==> config.mk <==
export PLATFORM = sky130hd
export DESIGN_NAME = seg7_scan_ctrl
export DESIGN_NICKNAME = d
export VERILOG_FILES = /design/src/rtl/seg7_scan_ctrl.sv
export SDC_FILE = /design/constraint.sdc
export NUM_CORES = 1
export LEC_CHECK = 0
export ABC_CLOCK_PERIOD_IN_PS = 2100
export CORE_ASPECT_RATIO = 1.75
export CORE_MARGIN = 3
export CORE_UTILIZATION = 51
export DETAILED_ROUTE_END_ITERATION = 8
export GPL_ROUTABILITY_DRIVEN = 1
export MAX_ROUTING_LAYER = met4
export PLACE_DENSITY = 0.81
export RECOVER_POWER = 50
export SLEW_MARGIN = 0
export SYNTH_ARGS = -nofsm -noshare
export SYNTH_HDL_FRONTEND = slang
export SYNTH_SLANG_ARGS = --single-unit
export TNS_END_PERCENT = 5
==> constraint.sdc <==
create_clock -name clk -period 2.1 [get_ports clk]
set_clock_uncertainty 0.05 [all_clocks]
set_input_delay 0.315 -clock clk [delete_from_list [all_inputs] [get_ports clk]]
set_output_delay 0.315 -clock clk [all_outputs]
set_load 0.005 [all_outputs]
==> src/rtl/seg7_scan_ctrl.sv <==
// ---------------------------------------------------------------------------
// seg7_scan_ctrl
//
// Time-multiplexed scan controller for a common-anode 7-segment display.
// One shared BCD-to-7-segment decoder is time-shared across NUM_DIGITS
// digits. Each digit slot lasts REFRESH_DIV clocks. The slot opens with
// GAP_CYCLES blank clocks, with all anodes off to prevent ghosting. The
// current digit's anode is then enabled. New values are double-buffered
// and only move into the display register on a frame wrap, so a value
// never changes part-way through a frame.
//
// Optional feature (compile-time macro):
//   SEG7_LEADING_ZERO_BLANK_EN - blank zero digits above the most
//   significant non-zero digit. Digit 0 is never blanked.
//
// Ports:
//   clk        in   system clock
//   rst_n      in   asynchronous active-low reset
//   digits_in  in   packed BCD value, digit 0 in [3:0] (least significant)
//   load       in   one-cycle strobe capturing digits_in
//   load_ack   out  one-cycle pulse when a captured value becomes displayed
//   bcd_out    out  BCD code of the current digit (decoder input)
//   anode_n    out  active-low anode enables, at most one bit low
//   digit_idx  out  index of the current slot
//   frame_done out  one-cycle pulse when digit_idx wraps to 0
// ---------------------------------------------------------------------------
module seg7_scan_ctrl #(
    parameter int NUM_DIGITS  = 4,
    parameter int REFRESH_DIV = 100000,
    parameter int DIV_W       = 17,
    parameter int GAP_CYCLES  = 4
) (
    input  logic                          clk,
    input  logic                          rst_n,
    input  logic [4*NUM_DIGITS-1:0]       digits_in,
    input  logic                          load,
    output logic                          load_ack,
    output logic [3:0]                    bcd_out,
    output logic [NUM_DIGITS-1:0]         anode_n,
    output logic [$clog2(NUM_DIGITS)-1:0] digit_idx,
    output logic                          frame_done
);

    localparam int IDX_W = $clog2(NUM_DIGITS);
    localparam int GAP_W = (GAP_CYCLES > 1) ? $clog2(GAP_CYCLES) : 1;

    localparam logic ST_GAP   = 1'b0;
    localparam logic ST_DRIVE = 1'b1;
    // With no gap configured, the blank phase does not exist, so reset
    // goes straight to the drive phase.
    localparam logic ST_RESET = (GAP_CYCLES == 0) ? ST_DRIVE : ST_GAP;

    localparam logic [DIV_W-1:0] DIV_LAST = DIV_W'(REFRESH_DIV - 1);
    localparam logic [IDX_W-1:0] IDX_LAST = IDX_W'(NUM_DIGITS - 1);
    localparam logic [GAP_W-1:0] GAP_LAST = GAP_W'((GAP_CYCLES > 0) ? GAP_CYCLES - 1 : 0);

    logic [DIV_W-1:0]        r_presc;
    logic [GAP_W-1:0]        r_gap_cnt;
    logic                    r_state;
    logic [IDX_W-1:0]        r_digit_idx;
    logic                    r_frame_done;
    logic [4*NUM_DIGITS-1:0] r_display;
    logic [4*NUM_DIGITS-1:0] r_pending;
    logic                    r_pend_valid;
    logic                    r_load_ack;
    logic [3:0]              r_bcd;
    logic [NUM_DIGITS-1:0]   r_anode_n;

    logic                    w_tick;
    logic                    w_wrap;
    logic [3:0]              w_cur_digit;
    logic [NUM_DIGITS-1:0]   w_blank;
    logic [NUM_DIGITS-1:0]   w_anode_next;

    assign w_tick      = (r_presc == DIV_LAST);
    assign w_wrap      = w_tick && (r_digit_idx == IDX_LAST);
    assign w_cur_digit = r_display[{r_digit_idx, 2'b00} +: 4];

    // Free-running prescaler. It is independent of the FSM and defines the
    // slot boundaries.
    // NOTE: state registers use non-blocking (<=) so every flop samples the
    // pre-edge values, whatever order the always blocks are evaluated in.
    always_ff @(posedge clk or negedge rst_n) begin
        if (!rst_n) begin
            r_presc <= '0;
        end else if (w_tick) begin
            r_presc <= '0;
        end else begin
            r_presc <= r_presc + DIV_W'(1);
        end
    end

    // Slot index and frame-wrap pulse.
    always_ff @(posedge clk or negedge rst_n) begin
        if (!rst_n) begin
            r_digit_idx  <= '0;
            r_frame_done <= 1'b0;
        end else begin
            r_frame_done <= w_wrap;
            if (w_tick) begin
                r_digit_idx <= w_wrap ? '0 : r_digit_idx + IDX_W'(1);
            end
        end
    end

    // Gap/drive FSM. A tick restarts the blank phase of the new slot,
    // whatever state the FSM is in.
    always_ff @(posedge clk or negedge rst_n) begin
        if (!rst_n) begin
            r_state   <= ST_RESET;
            r_gap_cnt <= '0;
        end else if (w_tick) begin
            r_state   <= ST_RESET;
            r_gap_cnt <= '0;
        end else if (r_state == ST_GAP) begin
            if (r_gap_cnt == GAP_LAST) begin
                r_state <= ST_DRIVE;
            end else begin
                r_gap_cnt <= r_gap_cnt + GAP_W'(1);
            end
        end
    end

    // Double buffer. A load on the wrap cycle bypasses the pending register,
    // so the newest value always wins. A later load simply overwrites
    // pending, so only one ack is produced per transfer.
    always_ff @(posedge clk or negedge rst_n) begin
        if (!rst_n) begin
            r_display    <= '0;
            r_pending    <= '0;
            r_pend_valid <= 1'b0;
            r_load_ack   <= 1'b0;
        end else if (w_wrap && load) begin
            r_display    <= digits_in;
            r_pend_valid <= 1'b0;
            r_load_ack   <= 1'b1;
        end else if (w_wrap && r_pend_valid) begin
            r_display    <= r_pending;
            r_pend_valid <= 1'b0;
            r_load_ack   <= 1'b1;
        end else begin
            r_load_ack <= 1'b0;
            if (load) begin
                r_pending    <= digits_in;
                r_pend_valid <= 1'b1;
            end
        end
    end

    // Blank mask: a non-decimal code is never lit. Optionally, leading zeros
    // are suppressed as well.
`ifdef SEG7_LEADING_ZERO_BLANK_EN
    logic w_lz_run;
`endif
    // NOTE: every combinational output gets a default before any
    // conditional update, so no path leaves it unassigned (no latch).
    always_comb begin
        w_blank = '0;
        for (int i = 0; i < NUM_DIGITS; i++) begin
            w_blank[i] = (r_display[4*i +: 4] > 4'd9);
        end
`ifdef SEG7_LEADING_ZERO_BLANK_EN
        // Walk down from the top digit while all digits seen so far are zero.
        // The loop stops above digit 0, so a value of zero still shows "0".
        w_lz_run = 1'b1;
        for (int i = NUM_DIGITS - 1; i >= 1; i--) begin
            w_lz_run = w_lz_run & (r_display[4*i +: 4] == 4'd0);
            if (w_lz_run) begin
                w_blank[i] = 1'b1;
            end
        end
`endif
    end

    always_comb begin
        w_anode_next = '1;
        if ((r_state == ST_DRIVE) && !w_blank[r_digit_idx]) begin
            w_anode_next[r_digit_idx] = 1'b0;
        end
    end

    // Registered pin drivers. The anode lags the FSM state by one clock.
    always_ff @(posedge clk or negedge rst_n) begin
        if (!rst_n) begin
            r_anode_n <= '1;
            r_bcd     <= '0;
        end else begin
            r_anode_n <= w_anode_next;
            r_bcd     <= w_cur_digit;
        end
    end

    assign anode_n    = r_anode_n;
    assign bcd_out    = r_bcd;
    assign digit_idx  = r_digit_idx;
    assign frame_done = r_frame_done;
    assign load_ack   = r_load_ack;

endmodule
Word-level counts from Yosys, hierarchy flattened
Index checks and enable logic that the tools add are counted.
{"block": "word_totals", "ff_bits": 65, "output_inout_bits": 12, "wordCells": 59}
{"block": "op_classes", "addsub": 3, "order_cmp": 6, "n_eq_ne": 5, "shift": 1, "n_mux": 20, "bitwise": 3, "n_reduce_logical": 10}
{"operator": "$mux W16", "n": 2}
{"operator": "$add A17 B1 Y17 const B", "n": 1}
{"operator": "$eq A17 B17 Y1 const B", "n": 1}
{"operator": "$mux W17", "n": 1}
{"operator": "$gt A4 B4 Y1 const B", "n": 4}
{"operator": "$shiftx A16 B5 Y4", "n": 1}
{"operator": "$mux W1", "n": 10}
{"operator": "$mux W2", "n": 4}
{"operator": "$logic_and A1 B1 Y1", "n": 5}
{"operator": "$add A2 B1 Y2 const B", "n": 2}
{"operator": "$eq A2 B2 Y1 const B", "n": 2}
{"operator": "$mux W4", "n": 1}
{"operator": "$not A4 Y4", "n": 1}
{"operator": "$lt A2 B3 Y1 const B", "n": 1}
{"operator": "$reduce_and A3 Y1", "n": 1}
{"operator": "$reduce_bool A3 Y1", "n": 1}
{"operator": "$bmux W1 S2", "n": 1}
{"operator": "$demux W1 S2", "n": 1}
{"operator": "$ge A2 B1 Y1 const B", "n": 1}
{"operator": "$ne A2 B1 Y1 const B", "n": 1}
{"operator": "$ne A2 B2 Y1 const B", "n": 1}
{"operator": "$not A1 Y1", "n": 2}
{"operator": "$reduce_and A2 Y1", "n": 1}
{"operator": "$reduce_bool A2 Y1", "n": 1}
{"operator": "$logic_not A1 Y1", "n": 1}

Depth between registers and ports, before layout
{"block": "logic_depth", "depth_word": 6, "ltp_mapped": 9, "mapped_depth_nobuf": 7}

Worst setup path after synthesis
Ideal clock, no wire load.
{"block": "synth_timing", "path_kind": "register to register", "from": "register r_presc[0]", "to": "register r_pending[10]", "setup_ps": 125, "arrival_ps": 1736, "t_required_ps": 1925, "path_slack_ps": 189, "stages_incl_launch_ff": 9, "period_less_slack_ps": 1911, "cell_sequence": "dfrtp_1 ha_1 and4_1 and4_1 buf_6 nand2_4 nand2_4 buf_6 mux2_4"}
{"block": "synth_between", "elab_chain_len": 5}
{"item": "start: declaration", "line": "57", "rtl": "logic [DIV_W-1:0] r_presc;"}
{"item": "start signal: assignment", "line": "89", "rtl": "r_presc <= r_presc + DIV_W'(1);"}
{"item": "$eq A17 B17 Y1 *", "line": "75", "rtl": "assign w_tick = (r_presc == DIV_LAST);"}
{"item": "$logic_and A1 B1 Y1 *", "line": "76", "rtl": "assign w_wrap = w_tick && (r_digit_idx == IDX_LAST);"}
{"item": "$logic_and A1 B1 Y1 (on tied branches)", "line": "137, 133"}
{"item": "$not A1 Y1 (no source line)"}
{"item": "$reduce_and A3 Y1 (no source line) *"}
{"item": "end signal: assignment", "line": "144", "rtl": "r_pending <= digits_in;"}
{"item": "end: declaration", "line": "63", "rtl": "logic [4*NUM_DIGITS-1:0] r_pending;"}
Every way passes the cells marked *; elsewhere a longest branch is shown, timed or not.
A chain may end at the register's enable or synchronous reset.

Worst setup path after layout
{"block": "layout_timing", "from": "register r_presc[1]", "to": "register r_pending[1]"}
The elaborated chain is that of the path after synthesis.

==> flow_summary_export.csv <==
group,metric,value,unit
layout,insertedDiodeCount,0,
timing,hold_viol,0,
layout,final_layout_size_suffix_gt1_share,18.9,%
route,drt_iter0_drc,131,
layout,multi_input_comb_area,1260,um^2
timing,period_needed,1.97,ns
timing,fmax,507,MHz
clocking,path_clk_slew,0.07,ns
synthesis,synthDistinctLibCells,36,
die,initial_core_util,53.2,%
clocking,cts.root.buffer_cell,"clkbuf_8",
die,die_area,6860,um^2
route,wl_per_cell,17.2,um
synthesis,ys_ff_latch,65,
grt,overflow,0,
die,die_y,107,um
pwr,power.leakage,1.54,nW
setup_path,arrival,2.14,ns
synthesis,netlist_area,3000,um^2
timing,slew_violations,0,
grt,track_usage,21.1,%
placement,hpwl,4310,um
pwr,powerDensity,703,nW/um^2
route,drc,0,
timing,worstMarginPinSlew,0.866,ns
synthesis,synth-seq-area-share,54.5,%
grt,grt_max_degree,66,
layout,fillers,446,
clocking,cts.sinks,65,
die,core.rowCount,36,
die,core,5630,um^2
grt,grt_pass1_vias,2238,
synthesis,syn-num-nets,278,
synthesis,syn_inst,253,
clocking,htree_levels,3,
route,finalWirelength,6410,um
layout,num-nets-final,316,
run_status,outcome,"finished clean",
grt,antenna_found_initial,0,
pwr,vdd_drop_max,0.686,mV
layout,area_growth,20.6,%
timing,rsz0062_at_grt,"no",
clocking,cts_buffers,9,
route,dr.pass1.iters,5,
route,vias_per_cell,5.84,
setup_path,path_class,"register to register",
clocking,cts_tree,"built",
layout,final-seq-area,1630,um^2
grt,grt_pass1_wl,10800,um
min_path,hold_class,"register to register",
setup_path,crit_fanout,16,
setup_path,critPathLaunchType,"register",
timing,setup-tns-final,0,ns
setup_path,required,2.27,ns
route,num_vias,2171,
placement,place.gp.congestion,0.821,
clocking,clock_latency,0.34,ns
synthesis,syn_avg_cell_area,11.8,um^2
placement,numPortBuffers,30,
clocking,clockBufferDepth,2,
die,io_pins,31,
timing,holdWs,0.449,ns
timing,setup_viol,0,
route,ant_nets,0,
die,fp.dieW,63.9,um
setup_path,cp-end-kind,"register",
timing,finalCritPeriodShare,93.8,%
run,drv_cap,0,
synthesis,ys_warn_count,0,
timing,timing.slew.headroom,42.3,%
setup_path,ff2ff_setup_slack,0.13,ns
critical path, stage by stage, from the launching register on:
cell and delay [ns]:
dfrtp_1 0.38, ha_1 0.18, and4_1 0.26, and4_4 0.26, nand2_4 0.07, nand2_4 0.27, mux2_2 0.38
layer usage:
layer	wire length, um	global-route usage (%)	up-vias	share of wire (%)
li1	-	-	1001	-
met1	2460	23.4	1084	38
met2	3450	34.2	68	54
met3	266	4.08	18	4.1
met4	233	13.8	0	3.6
met5	0	-	-	0
synth_stat cells:
cell	instances	area, um^2
nor2b_1	1	6.26
and4_1	2	17.5
buf_4	1	7.51
inv_1	5	18.8
nor3_1	1	5.00
buf_1	2	7.51
mux4_2	4	90.1
o211ai_1	4	30.0
nor4bb_1	1	10.0
and3_1	2	12.5
nand4_1	4	25.0
dfrtp_1	61	1530
and2_1	1	6.26
o22ai_1	16	100
xnor2_1	12	105
nand3_2	1	10.0
nor4_1	1	6.26
ha_1	6	75.1
nor4b_1	1	8.76
nor2_1	16	60.1
buf_6	2	22.5
a21oi_1	17	85.1
nand2_4	2	22.5
xor2_1	4	35.0
inv_2	1	3.75
nand4b_1	16	140
nand3_1	6	30.0
and4bb_1	1	12.5
buf_2	4	20.0
mux2_4	10	150
dfstp_2	4	105
clkbuf_1	6	22.5
nand2_1	10	37.5
o21ai_0	21	105
mux2_2	6	67.6
a21boi_0	1	7.51
logic make-up (layout without fill, tap and decap cells):
group | after synthesis | after routing | share of synthesized area (%)
AOI/OAI and AO/OA | 59 | 59 | 10.9
DFF | 65 | 65 | 54.5
adders and majority gates | 6 | 6 | 2.51
and+or+nand+nor | 66 | 66 | 13.7
xor gates and xnor gates | 16 | 16 | 4.68
buffers and inverters | 21 | 64 | 3.43
muxes | 20 | 20 | 10.3
path summary, 6_finish.rpt:
kind                                              to                      from  cells past startpoint
max                         r_pending[1]$_DFFE_PN0P_      r_presc[1]$_DFF_PN0_                      6
min                         r_pending[2]$_DFFE_PN0P_  r_pending[2]$_DFFE_PN0P_                      1
max reg2reg                 r_pending[1]$_DFFE_PN0P_      r_presc[1]$_DFF_PN0_                      6
min reg2reg                 r_pending[2]$_DFFE_PN0P_  r_pending[2]$_DFFE_PN0P_                      1
max in group asynchronous   r_pending[1]$_DFFE_PN0P_                     rst_n                      3
min in group asynchronous  r_display[14]$_DFFE_PN0P_                     rst_n                      3
registers in the layout (all words and copies together) (netlist names):
signal	cells
r_presc	17
r_display	16
r_pending	16
anode_n	4
bcd_out	4
digit_idx	2
r_gap_cnt	2
frame_done	1
load_ack	1
r_pend_valid	1
r_state	1
power breakdown:
| group | internal (mW) | switching, mW | total, mW | leakage (nW) |
|---|---|---|---|---|
| sequential | 1.28 | 0.0157 | 1.30 | 0.823 |
| combinational | 0.0802 | 0.0550 | 0.135 | 0.617 |
| clock | 0.643 | 0.462 | 1.11 | 0.105 |
| total | 2.01 | 0.533 | 2.54 | 1.54 |
per-stage QoR:
| step | power (mW) | cells | worst slack [ns] | utilization (%) | instance area (um^2) |
|---|---|---|---|---|---|
| after floorplan | 1.38 | 253 | 0.189 | - | 3000 |
| after global placement | 1.46 | 354 | 0.111 | 60.3 | 3390 |
| after detailed placement | 1.46 | 354 | 0.0942 | 60.3 | 3390 |
| after CTS | 2.57 | 371 | 0.0432 | 64.3 | 3620 |
| after global routing | 2.62 | 372 | 0.0155 | 64.2 | 3610 |
| final | 2.54 | 372 | 0.129 | 64.2 | 3610 |
timing repair:
action / 4_1_cts / 5_1_grt
hold endpoints to repair: 61 / 0
resized for setup: 0 / 2
buffers inserted: 0 / 1
endpoints found under the setup margin: 0 / 32
hold buffers: 1 / 0
final cells by class:
| class | count | area share, % |
|---|---|---|
| Timing Repair Buffer | 42 | 10.6 |
| Sequential cell | 65 | 45.2 |
| Multi-Input combinational cell | 167 | 35.0 |
| Clock buffer | 12 | 4.57 |
| Tap cell | 76 | 2.63 |
| Clock inverter | 4 | 1.39 |
| Inverter | 6 | 0.623 |
cell usage in the layout (no fill, tap or decap), types with 2 or more instances in the layout:
cell	synthesis	layout
clkdlybuf4s50_1	0	29
mux4_2	4	4
nand2_4	2	2
nand4_1	4	4
nor2_1	16	16
xnor2_1	12	12
dfstp_2	4	4
mux2_4	10	10
ha_1	6	6
xor2_1	4	4
o211ai_1	4	4
buf_4	1	9
nand2_1	10	10
nand3_1	6	6
mux2_2	6	6
o22ai_1	16	16
clkbuf_8	0	12
dfrtp_1	61	61
nand4b_1	16	16
a21oi_1	17	17
and3_1	2	2
clkinvlp_4	0	2
inv_1	5	5
o21ai_0	21	21
Power figures use the tool's default switching activity.
